==> src/rtl/meteor_if.sv <==
// meteor_if: bus between the meteor controller and the ball collision logic.
//   ball_die      : collision pulse from the ball block, sampled on frame_clk
//   enemy_x/y     : meteor left/top edge in pixels
//   enemy_size    : meteor side length in pixels (0 while parked)
//   meteor_active : high while a meteor is falling
//   speed         : current fall speed in pixels per frame
//   dodged_count  : meteors that left the bottom of the screen
//   fall_state    : FSM state for debug (0 = WAIT, 1 = FALL)
// Signalling: there is no valid/ready pair. ball_die is a single-frame level
// sampled at each rising edge of frame_clk; every other signal is a registered
// level that is valid for the whole frame following the edge that produced it.
interface meteor_if;
    logic       ball_die;
    logic [9:0] enemy_x;
    logic [9:0] enemy_y;
    logic [9:0] enemy_size;
    logic       meteor_active;
    logic [2:0] speed;
    logic [15:0] dodged_count;
    logic       fall_state;

    modport master (
        input  ball_die,
        output enemy_x, enemy_y, enemy_size, meteor_active, speed,
               dodged_count, fall_state
    );

    modport slave (
        output ball_die,
        input  enemy_x, enemy_y, enemy_size, meteor_active, speed,
               dodged_count, fall_state
    );
endinterface

==> src/rtl/meteor_ctrl.sv <==
// meteor_ctrl: single-meteor obstacle generator.
// Waits SPAWN_DELAY frames, spawns a meteor at an LFSR-chosen column and size,
// drops it by `speed` pixels per frame, and parks it again when it leaves the
// bottom (a dodge) or when the ball reports a collision.
// Ports:
//   frame_clk : frame clock, the only clock
//   Reset     : synchronous, active-high
//   bus       : meteor_if master (ball_die in; position, size, status out)
module meteor_ctrl #(
    parameter int          X_MIN       = 3,
    parameter int          X_MAX       = 636,
    parameter int          Y_MAX       = 476,
    parameter int          SIZE_MIN    = 8,
    parameter int          SPAWN_DELAY = 30,
    parameter int          SPEED_INIT  = 1,
    parameter int          SPEED_MAX   = 7,
    parameter int          WAVE_LEN    = 8,
    parameter logic [15:0] LFSR_SEED   = 16'hACE1
) (
    input logic      frame_clk,
    input logic      Reset,
    meteor_if.master bus
);
    typedef enum logic {ST_WAIT = 1'b0, ST_FALL = 1'b1} state_t;

    // Parking far off-screen with zero size makes the ball overlap test fail.
    localparam logic [9:0] PARK_POS = 10'd700;

    state_t      state, next_state;
    logic [15:0] wait_cnt, wait_nxt;
    logic [15:0] wave_cnt, wave_nxt;
    logic [15:0] lfsr, lfsr_nxt;
    logic [9:0]  x_q, x_nxt;
    logic [9:0]  y_q, y_nxt;
    logic [9:0]  size_q, size_nxt;
    logic [2:0]  speed_q, speed_nxt;
    logic [15:0] dodged_q, dodged_nxt;

    logic        wait_done;
    logic        exit_bottom;
    logic [9:0]  spawn_size;
    logic [9:0]  spawn_col;
    logic [9:0]  spawn_x;
    logic [3:0]  speed_inc;

    assign wait_done   = (wait_cnt == 16'(SPAWN_DELAY - 1));
    // 11-bit sum so a large speed near the bottom cannot wrap past Y_MAX.
    assign exit_bottom = ({1'b0, y_q} + {8'b0, speed_q}) > 11'(Y_MAX);

    assign spawn_size = 10'(SIZE_MIN) + {5'b0, lfsr[12:10], 2'b00};
    assign spawn_col  = lfsr[9:0];
    // A column that would push the right edge off-screen is folded back by 512.
    always_comb begin
        spawn_x = spawn_col;
        if (({1'b0, spawn_col} + {1'b0, spawn_size}) > 11'(X_MAX))
            spawn_x = spawn_col - 10'd512;
        else if (spawn_col < 10'(X_MIN))
            spawn_x = 10'(X_MIN);
    end

    assign speed_inc = {1'b0, speed_q} + 4'd1;

    // State and datapath registers.
    always_ff @(posedge frame_clk) begin
        if (Reset) begin
            state    <= ST_WAIT;
            wait_cnt <= '0;
            wave_cnt <= '0;
            lfsr     <= LFSR_SEED;
            x_q      <= PARK_POS;
            y_q      <= PARK_POS;
            size_q   <= '0;
            speed_q  <= 3'(SPEED_INIT);
            dodged_q <= '0;
        end else begin
            state    <= next_state;
            wait_cnt <= wait_nxt;
            wave_cnt <= wave_nxt;
            lfsr     <= lfsr_nxt;
            x_q      <= x_nxt;
            y_q      <= y_nxt;
            size_q   <= size_nxt;
            speed_q  <= speed_nxt;
            dodged_q <= dodged_nxt;
        end
    end

    // Next-state logic.
    always_comb begin
        next_state = state;
        case (state)
            ST_WAIT: if (wait_done) next_state = ST_FALL;
            ST_FALL: if (bus.ball_die || exit_bottom) next_state = ST_WAIT;
            default: next_state = ST_WAIT;
        endcase
    end

    // Datapath next values. ball_die takes priority over the bottom exit.
    always_comb begin
        wait_nxt   = wait_cnt;
        wave_nxt   = wave_cnt;
        x_nxt      = x_q;
        y_nxt      = y_q;
        size_nxt   = size_q;
        speed_nxt  = speed_q;
        dodged_nxt = dodged_q;
        // Galois right shift; the free-running LFSR never reaches zero.
        lfsr_nxt   = (lfsr >> 1) ^ (lfsr[0] ? 16'hB400 : 16'h0000);
        case (state)
            ST_WAIT: begin
                if (wait_done) begin
                    wait_nxt = '0;
                    x_nxt    = spawn_x;
                    y_nxt    = '0;
                    size_nxt = spawn_size;
                end else begin
                    wait_nxt = wait_cnt + 16'd1;
                end
            end
            ST_FALL: begin
                if (bus.ball_die) begin
                    wait_nxt  = '0;
                    x_nxt     = PARK_POS;
                    y_nxt     = PARK_POS;
                    size_nxt  = '0;
                    speed_nxt = 3'(SPEED_INIT);
                    wave_nxt  = '0;
                end else if (exit_bottom) begin
                    wait_nxt   = '0;
                    x_nxt      = PARK_POS;
                    y_nxt      = PARK_POS;
                    size_nxt   = '0;
                    dodged_nxt = (dodged_q == 16'hFFFF) ? dodged_q : dodged_q + 16'd1;
                    if (wave_cnt == 16'(WAVE_LEN - 1)) begin
                        wave_nxt  = '0;
                        speed_nxt = (speed_inc > 4'(SPEED_MAX)) ? 3'(SPEED_MAX) : speed_inc[2:0];
                    end else begin
                        wave_nxt = wave_cnt + 16'd1;
                    end
                end else begin
                    y_nxt = y_q + {7'b0, speed_q};
                end
            end
            default: ;
        endcase
    end

    assign bus.enemy_x       = x_q;
    assign bus.enemy_y       = y_q;
    assign bus.enemy_size    = size_q;
    assign bus.meteor_active = (state == ST_FALL);
    assign bus.speed         = speed_q;
    assign bus.dodged_count  = dodged_q;
    assign bus.fall_state    = state;
endmodule

==> src/flat_wrapper.sv <==
// flat-port wrapper written by rule: the top's interface ports become plain ports
module meteor_ctrl_flat 
#(
    parameter int          X_MIN       = 3,
    parameter int          X_MAX       = 636,
    parameter int          Y_MAX       = 476,
    parameter int          SIZE_MIN    = 8,
    parameter int          SPAWN_DELAY = 30,
    parameter int          SPEED_INIT  = 1,
    parameter int          SPEED_MAX   = 7,
    parameter int          WAVE_LEN    = 8,
    parameter logic [15:0] LFSR_SEED   = 16'hACE1
)
  (frame_clk, Reset, bus_ball_die, bus_enemy_x, bus_enemy_y, bus_enemy_size, bus_meteor_active, bus_speed, bus_dodged_count, bus_fall_state);
  meteor_if bus_i ();
  input logic frame_clk;
  input logic Reset;
  input wire logic [$bits(bus_i.ball_die)-1:0] bus_ball_die;
  output wire logic [$bits(bus_i.enemy_x)-1:0] bus_enemy_x;
  output wire logic [$bits(bus_i.enemy_y)-1:0] bus_enemy_y;
  output wire logic [$bits(bus_i.enemy_size)-1:0] bus_enemy_size;
  output wire logic [$bits(bus_i.meteor_active)-1:0] bus_meteor_active;
  output wire logic [$bits(bus_i.speed)-1:0] bus_speed;
  output wire logic [$bits(bus_i.dodged_count)-1:0] bus_dodged_count;
  output wire logic [$bits(bus_i.fall_state)-1:0] bus_fall_state;
  assign bus_i.ball_die = bus_ball_die;
  assign bus_enemy_x = bus_i.enemy_x;
  assign bus_enemy_y = bus_i.enemy_y;
  assign bus_enemy_size = bus_i.enemy_size;
  assign bus_meteor_active = bus_i.meteor_active;
  assign bus_speed = bus_i.speed;
  assign bus_dodged_count = bus_i.dodged_count;
  assign bus_fall_state = bus_i.fall_state;
  meteor_ctrl #(.X_MIN(X_MIN), .X_MAX(X_MAX), .Y_MAX(Y_MAX), .SIZE_MIN(SIZE_MIN), .SPAWN_DELAY(SPAWN_DELAY), .SPEED_INIT(SPEED_INIT), .SPEED_MAX(SPEED_MAX), .WAVE_LEN(WAVE_LEN), .LFSR_SEED(LFSR_SEED)) u_core (.frame_clk(frame_clk), .Reset(Reset), .bus(bus_i));
endmodule
==> config.mk <==
export PLATFORM = sky130hd
export DESIGN_NAME = meteor_ctrl_flat
export DESIGN_NICKNAME = d
export VERILOG_FILES = /design/src/rtl/meteor_if.sv /design/src/rtl/meteor_ctrl.sv /design/src/flat_wrapper.sv
export SDC_FILE = /design/constraint.sdc
export NUM_CORES = 1
export LEC_CHECK = 0
export CAP_MARGIN = 40
export CORE_ASPECT_RATIO = 0.6
export CORE_UTILIZATION = 56
export CTS_CLUSTER_DIAMETER = 60
export CTS_CLUSTER_SIZE = 8
export DETAILED_ROUTE_END_ITERATION = 10
export PLACE_DENSITY = 0.84
export REMOVE_ABC_BUFFERS = 1
export SLEW_MARGIN = 10
export SYNTH_ARGS = -nofsm -noshare
export SYNTH_HDL_FRONTEND = slang
export SYNTH_SLANG_ARGS = --single-unit
==> constraint.sdc <==
create_clock -name frame_clk -period 3.75 [get_ports frame_clk]
set_input_delay 1.125 -clock frame_clk [delete_from_list [all_inputs] [get_ports frame_clk]]
set_output_delay 1.125 -clock frame_clk [all_outputs]
set_load 0.02 [all_outputs]
==> results of run 1 <==
[worst paths after layout]
| kind | end | start | cells past startpoint | slack, ns |
|---|---|---|---|---|
| worst min-delay path | u_core.lfsr[14] | u_core.lfsr[15] | 1 | 0.46 |
| worst max-delay path | u_core.wave_cnt[8] | u_core.bus.speed[0] | 10 | 0.35 |
| worst min register to register | u_core.lfsr[14] | u_core.lfsr[15] | 1 | 0.46 |
| worst max register to register | u_core.wave_cnt[8] | u_core.bus.speed[0] | 10 | 0.35 |
[stage by stage]
stage	setup slack, ns	hold WS, ns	power (mW)	instance area (um2)
after CTS	0.1850	0.4620	2.154	5513
final	0.3477	0.4609	2.148	5539
after global routing	0.1159	0.4688	2.208	5539
after global placement	0.4509	0.4264	1.135	5169
after floorplan	0.5700	0.4138	1.103	4546
after detailed placement	0.2543	0.4529	1.142	5180
[state kept, by name (all words and copies together), names as in the netlist]
register / cells
u_core.bus.enemy_x: 10
u_core.lfsr: 16
u_core.bus.speed: 3
u_core.bus.dodged_count: 16
u_core.bus.enemy_y: 10
u_core.bus.fall_state: 1
u_core.bus.enemy_size: 4
u_core.wave_cnt: 16
u_core.wait_cnt: 16
[final cells by class]
type | count | area (um2) | share of cell area
inverters | 15 | 56.30 | 0.01016
clock buffers | 11 | 232.7 | 0.04201
flip-flops and latches | 92 | 1842 | 0.3325
clock inverters | 5 | 100.1 | 0.01807
well taps | 108 | 135.1 | 0.02440
multi-input cells | 429 | 2654 | 0.4791
repair buffers | 52 | 519.2 | 0.09374
[cells in the final DEF (no fill, tap or decap), types with 4 or more instances in the layout]
| master | instances |
|---|---|
| dfxtp_1 | 92 |
| nor2_1 | 57 |
| a21oi_1 | 47 |
| clkdlybuf4s50_1 | 46 |
| nand2_1 | 43 |
| o21ai_0 | 32 |
| nand3_1 | 26 |
| nor3_1 | 20 |
| a31oi_1 | 17 |
| inv_1 | 15 |
| ha_1 | 13 |
| and3_1 | 12 |
| nor2b_1 | 9 |
| clkbuf_16 | 9 |
| nand4_1 | 8 |
| nand2b_1 | 8 |
| or3_1 | 8 |
| or2_2 | 8 |
| xnor2_1 | 8 |
| nor4_1 | 7 |
| a311oi_1 | 6 |
| conb_1 | 6 |
| a22o_1 | 5 |
| o22a_1 | 5 |
| and2_1 | 4 |
| nand3b_1 | 4 |
[per-layer routing]
layer | vias to the layer above | part of all wire | track usage
met2 | 195 | 0.46 | 0.4470
li1 | 2133 | - | -
met5 | - | 0 | 0
met4 | 0 | 0.014 | 0.09602
met3 | 19 | 0.076 | 0.08203
met1 | 2088 | 0.45 | 0.3629
[critical path, delay by kind of cell, from the launching register on]
kind	cells	cell delay (ns)
compound gates	6	1.85
fa+ha+maj	2	0.65
buf+inv	1	0.06
flops	1	0.44
simple gates	1	0.28
[repair_timing]
action | CTS | global route
endpoints found under the setup margin | 0 | 10
resized for setup | 0 | 2
hold buffers | 0 | 0
buffers inserted | 0 | 1
[power groups by stage]
stage          combinational (mW)  clock, mW  sequential (mW)
2_1_floorplan              0.0784          0             1.02
3_3_place_gp                0.106          0             1.03
3_5_place_dp                0.111          0             1.03
4_1_cts                     0.112       1.03             1.01
5_1_grt                     0.126       1.07             1.01
6_report                    0.114       1.02             1.01
[logic make-up after synthesis]
| group | Yosys count | share of synthesized area |
|---|---|---|
| AO/OA/AOI/OAI | 161 | 0.2341 |
| XOR/XNOR | 10 | 0.01864 |
| adder cells (fa/ha/maj) | 15 | 0.04314 |
| buffers and inverters | 47 | 0.04847 |
| flip-flops | 92 | 0.3920 |
| multiplexers | 6 | 0.01358 |
| other | 1 | 0.0007982 |
| AND/OR/NAND/NOR | 231 | 0.2493 |
==> results.cfg, run 1 <==
[synth]
syn_inst = 563
synth_cell_types = 73
synth_seq_area_share = 0.3920
async_reset_ff_frac = 0
synth_area_per_cell_um2 = 8.345
synth_edf_count = 0
yosysWarnings = 0
ys_ff_latch = 92
synth.top_cell.area_share = 0.3920
synth.most_common_cell = dfxtp_1
syn-cell-area_um2 = 4698
yosys-top-cells-area = dfxtp_1, a21oi_1, nor2_1, nand2_1, ha_1
yosysTopAreaCell = dfxtp_1
synth_top_cells_by_count = dfxtp_1, nor2_1, a21oi_1, nand2_1, o21ai_0
synth_flop_cell = dfxtp_1

[worst_setup_path]
critPathRequiredTime_ns = 3.97
cp-end-kind = register
crit_path_start_kind = register
crit_fanout = 16
critPathKind = register to register
crit_arrival_ns = 3.62
cp_cell_sequence = ha_1 -> inv_1 -> fa_1 -> and2b_2 -> o2111ai_1 -> a211o_1 -> a2111o_1 -> a21o_1 -> o21ai_0 -> a21oi_1
cp_slowest_cell = a2111o_1
cpPeakStageDelay_ns = 0.57

[layout]
fin_util = 0.6917
drive_gt1_frac = 0.08113
final-instance-count-excl-fill = 712
diodes = 0
nets = 617
fill_cells = 663
syn2layout_area_growth_pct = 17.90

[clocking]
clkSlewWorstSetupHoldPaths_ns = 0.06
numClockSinks = 92
insertion_delay_ns = 0.35
cts_root_buffer = clkbuf_16
cts_tree = built
cts_buffer_depth = 2
cts-buffers-inserted = 9
cts-htree-levels = 3

[global_routing]
grt_pass1_wl_um = 19200
grt_pass1_vias = 4002
antenna_found_initial = 0
grt.overflow.total = 0
grt_use_total = 0.2790
grt_max_degree = 32

[floorplanning]
io_pins = 54
dieArea_um2 = 8772
dieWidth_um = 120.3
start_util = 0.5867
row_count = 25
die_h_um = 72.95
core_um2 = 8008

[timing]
relSlewSlack = 0.4951
grt_setup_unrepaired = no
fin_crit_ns = 3.402
fin_worst_skew_ns = 0.004784
finalHoldViolations = 0
setup_viol = 0
setup-tns-final_ns = 0
slew_violations = 0
fmax_mhz = 293.9
worst_slew_pin_slew_ns = 0.7533
post-route-period-util = 0.9073

[min_path]
hold_class = register to register

[drt]
vias_per_cell = 6.229
wl_per_cell_um = 16.60
routed_wl_um = 11820
ant_nets = 0
route.vias.total = 4435
drc_errors = 0
drtIter0Drc = 431
firstDrtPassIters = 6

[placed_design]
dp_hpwl_um = 8134
io_buffers = 47
gp_congestion = 0.9077
placed_cells = 695

[power_and_ir_drop]
p_leak_nw = 2.010
seq_power_share = 0.470
combinationalPowerShare = 0.053
ir_worst_vdd_uv = 347.6
power.density_nw_per_um2 = 387.7
internal-power_mw = 1.688
swShare = 0.2140
clkPwrFrac = 0.477
p_sw_uw = 459.7

[status]
outcome = finished, final reports clean

[run]
drv_cap = 0
No activity file was read; power rests on OpenSTA's default activity.
==> run 2: changes to the inputs <==
Settings changed: GPL_ROUTABILITY_DRIVEN set to 0.
==> run 2 against run 1 <==
  * Clock skew rose by 0.0018 ns
  * Count of clock-buffer cells in the layout fell by 1
  * Maximum frequency fell by 3.9%
  * Critical path depth did not move
  * Highest routed layer unchanged
==> results.cfg, run 2 (same netlist as run 1, synthesis figures left out) <==
[layout]
diodes = 0
fin_util = 0.6886
drive_gt1_frac = 0.07947
syn2layout_area_growth_pct = 17.36
nets = 618
fin_area_um2 = 5514
final_common_cell = dfxtp_1
layout_common_cells = dfxtp_1, nor2_1, a21oi_1
final-instance-count-excl-fill = 712

[floorplanning]
io_pins = 54
row_count = 25
start_util = 0.5867
dieWidth_um = 120.3
die_h_um = 72.95
dieArea_um2 = 8772
core_um2 = 8008

[min_path]
hold_end = u_core.lfsr[14]
hold_class = register to register
min_delay_path_depth = 1
min-delay-start = u_core.lfsr[15]

[drt]
routed_wl_um = 12010
drc_errors = 0
drtIter0Drc = 458
vias_per_cell = 6.310
ant_nets = 0
wl_per_cell_um = 16.87
firstDrtPassIters = 5
route.vias.total = 4493

[worst_setup_path]
rrSetupSlack_ns = 0.21
cp-end-kind = register
critPathKind = register to register
crit_arrival_ns = 3.83
crit_path_start_kind = register
r2r_start = u_core.bus.speed[0]
r2r-end = u_core.bus.enemy_x[6]
r2r_cells = 10
critPathRequiredTime_ns = 4.04
crit_fanout = 13

[power_and_ir_drop]
p_leak_nw = 2.003
power.density_nw_per_um2 = 376.9
ir_worst_vdd_uv = 258.2
power.total_mw = 2.078

[clocking]
numClockSinks = 92
cts_buffer_depth = 2
clkSlewWorstSetupHoldPaths_ns = 0.06
insertion_delay_ns = 0.35
cts_root_buffer = clkbuf_16
cts_setup_buffers = 0
cts-htree-levels = 3
post_cts_resized = 0
hold_buffers = 0
cts_tree = built
cts-buffers-inserted = 9

[timing]
finalHoldViolations = 0
slew_violations = 0
fin_worst_skew_ns = 0.006609
grt_setup_unrepaired = no
setup_slack_ns = 0.2105
post-route-period-util = 0.9439
fin_hold_ws_ns = 0.4602
relSlewSlack = 0.5098
fmax_mhz = 282.5
setup-tns-final_ns = 0
worst_slew_pin_slew_ns = 0.7314
setup_viol = 0
fin_crit_ns = 3.539

[placed_design]
preCtsSetupSlack_ns = 0.2668
io_buffers = 47
dp_hpwl_um = 8067
placed_cells = 694
place_area_um2 = 5185

[global_routing]
grt_pass1_wl_um = 19170
grt_use_total = 0.2775
antenna_found_initial = 0
grt.overflow.total = 0
grt_max_degree = 79
grt_pass1_vias = 3991

[run]
drv_cap = 0

[status]
outcome = finished, final reports clean
[run 2: how the worst max path moves through the flow]
stage	startpoint	end	slack [ns]	cells after the start
3_5_place_dp	u_core.bus.speed[0]	u_core.wave_cnt[14]	0.27	10
5_1_grt	u_core.bus.speed[0]	u_core.bus.enemy_x[6]	0.001	10
2_1_floorplan	u_core.bus.speed[0]	u_core.wave_cnt[10]	0.57	10
3_3_place_gp	u_core.bus.speed[0]	u_core.bus.enemy_size[3]	0.43	10
4_1_cts	u_core.bus.speed[0]	u_core.wave_cnt[14]	0.25	10
6_report	u_core.bus.speed[0]	u_core.bus.enemy_x[6]	0.21	10
[run 2: worst max-delay path, stage by stage (launching register included)]
cell	delay, ns
dfxtp_1	0.45
ha_1	0.25
inv_1	0.07
fa_1	0.39
xor2_1	0.21
a21oi_1	0.10
o221ai_1	0.33
a2111o_1	0.51
nand2_1	0.41
a21oi_1	0.55
a22o_1	0.21
[run 2: layer usage]
metal | up-vias | global-route usage | part of all wire
li1 | 2133 | - | -
met1 | 2145 | 0.3755 | 0.46
met2 | 200 | 0.4419 | 0.46
met3 | 15 | 0.06719 | 0.072
met4 | 0 | 0.08505 | 0.0095
met5 | - | 0 | 0
[run 2: cell type report]
class	instances	area, um2
fill	653	2494
tap	108	135.1
timing repair buffer	53	526.8
inverter	15	56.30
sequential	92	1842
multi-input combinational	429	2648
clock buffer	10	229.0
clock inverter	5	77.57
[run 2: where the power goes]
group | leakage (nW) | switching, mW | total, mW | internal [mW]
registers | 0.746 | 0.0173 | 1.01 | 0.992
clock network | 0.148 | 0.373 | 0.951 | 0.578
logic | 1.11 | 0.0703 | 0.118 | 0.0480
==> run 3: changes to the inputs <==
Settings changed: CAP_MARGIN 40 to not set, GPL_TIMING_DRIVEN set to 1.
==> run 3 against run 2 <==
  * Core utilization shrank 0.094 points
  * Worst hold slack got worse by 0.0024 ns
  * Setup slack gained 0.020 ns
  * Maximum frequency up 0.56%
  * Design area is 0.14% lower
  * First-iteration DRC count down 15%
  * Clock power grew 0.7%
  * Critical path depth is the same
  * Wire length shrank 2.0%
==> results.cfg, run 3 (same netlist as run 1, synthesis figures left out) <==
[status]
outcome = finished, final reports clean

[floorplanning]
start_util = 0.5867
core_um2 = 8008
dieArea_um2 = 8772
die_h_um = 72.95
row_count = 25
io_pins = 54
dieWidth_um = 120.3

[clocking]
cts_buffer_depth = 2
cts-htree-levels = 3
insertion_delay_ns = 0.35
cts-buffers-inserted = 9
cts_tree = built
numClockSinks = 92
hold_buffers = 0
clkSlewWorstSetupHoldPaths_ns = 0.06
cts_root_buffer = clkbuf_16

[run]
drv_cap = 0

[worst_setup_path]
crit_family = compound AO/OA/AOI/OAI gates
path_buf_inv = 1
critPathLaunch = u_core.bus.speed[0]
rrSetupSlack_ns = 0.23
cp-end-kind = register
path_depth = 10
cpPeakStageDelay_ns = 0.63
cp_slowest_cell = a2111o_1
critPathRequiredTime_ns = 4.04
r2r_start = u_core.bus.speed[0]
crit_arrival_ns = 3.81
worstSetupEndpoint = u_core.bus.enemy_x[9]
r2r-end = u_core.bus.enemy_x[9]
critPathKind = register to register
r2r_cells = 10
cp_cell_sequence = ha_1 -> inv_1 -> fa_1 -> and2b_2 -> or2_1 -> o221ai_1 -> a2111o_1 -> nand2_1 -> a21o_1 -> o32a_1
crit_fanout = 13
crit_path_start_kind = register

[timing]
fmax_mhz = 284.1
relSlewSlack = 0.2404
worst_slew_pin_slew_ns = 1.139
grt_setup_unrepaired = no
fin_worst_skew_ns = 0.006407
finalHoldViolations = 0
setup-tns-final_ns = 0
post-route-period-util = 0.9386
slew_violations = 0
setup_viol = 0
fin_hold_ws_ns = 0.4578
fin_crit_ns = 3.520

[power_and_ir_drop]
power.density_nw_per_um2 = 378.4
p_leak_nw = 1.997
power.total_mw = 2.084
ir_worst_vdd_uv = 308.8

[global_routing]
grt_pass1_vias = 4007
grt.overflow.total = 0
grt_max_degree = 79
grt_use_total = 0.2736
antenna_found_initial = 0
grt_pass1_wl_um = 18890

[layout]
layout_common_cells = dfxtp_1, nor2_1, a21oi_1
drive_gt1_frac = 0.07641
diodes = 0
fill_cells = 660
multi_input_area_um2 = 2651
nets = 617
final_common_cell = dfxtp_1
syn2layout_area_growth_pct = 17.20
fin_area_um2 = 5507
ff_latch_area_um2 = 1842

[min_path]
hold_class = register to register
min-delay-start = u_core.lfsr[15]

[drt]
vias_per_cell = 6.190
ant_nets = 0
route.vias.total = 4395
drc_errors = 0
routed_wl_um = 11770
wl_per_cell_um = 16.57
drtIter0Drc = 389
firstDrtPassIters = 5

[placed_design]
dp_hpwl_um = 8055
io_buffers = 47
place_area_um2 = 5174
==> run 3: cell types whose count changed in the layout (fill, tap and decap cells not counted) <==
cell,delta
clkinvlp_4,-1
clkinv_2,-2
a21oi_2,+1
buf_6,-1
a21oi_1,-1
clkbuf_8,+1
clkbuf_1,+1
==> run 3: worst min path at each step <==
| stage | endpoint | slack [ns] | cells past startpoint |
|---|---|---|---|
| after floorplan | u_core.lfsr[14] | 0.41 | 1 |
| after global placement | u_core.lfsr[14] | 0.42 | 1 |
| after detailed placement | u_core.lfsr[11] | 0.45 | 1 |
| after CTS | u_core.lfsr[11] | 0.46 | 1 |
| after global routing | u_core.lfsr[14] | 0.47 | 1 |
| final | u_core.lfsr[14] | 0.46 | 1 |
==> run 3: layout make-up <==
| cell class | instances | area share |
|---|---|---|
| multi-input cells | 429 | 0.4815 |
| clock inverters | 2 | 0.01091 |
| well taps | 108 | 0.02454 |
| flip-flops and latches | 92 | 0.3345 |
| repair buffers | 52 | 0.09362 |
| inverters | 15 | 0.01022 |
| clock buffers | 12 | 0.04476 |
==> run 3: power breakdown <==
part           switching (mW)  internal [mW]  total, mW
Combinational          0.0682         0.0482      0.116
Clock                   0.363          0.595      0.958
Sequential             0.0172          0.992       1.01
==> run 3: timing repair <==
item,in CTS,in global routing
setup buffers,0,3
endpoints found under the setup margin,0,9
gates resized for setup,0,1
==> run 3: per-layer routing <==
layer	vias up	GRT usage	wire length, um
met4	0	0.09053	138
met1	2076	0.3737	5493
met3	20	0.07109	822
met2	169	0.4246	5311
li1	2130	-	-
met5	-	0	0
==> run 3: per-stage QoR <==
stage | instances | worst slack [ns] | utilization
after floorplan | 536 | 0.5700 | -
after global placement | 693 | 0.4342 | 0.6461
after detailed placement | 693 | 0.2201 | 0.6461
after CTS | 707 | 0.2181 | 0.6844
after global routing | 710 | 0.01320 | 0.6877
final | 710 | 0.2304 | 0.6877
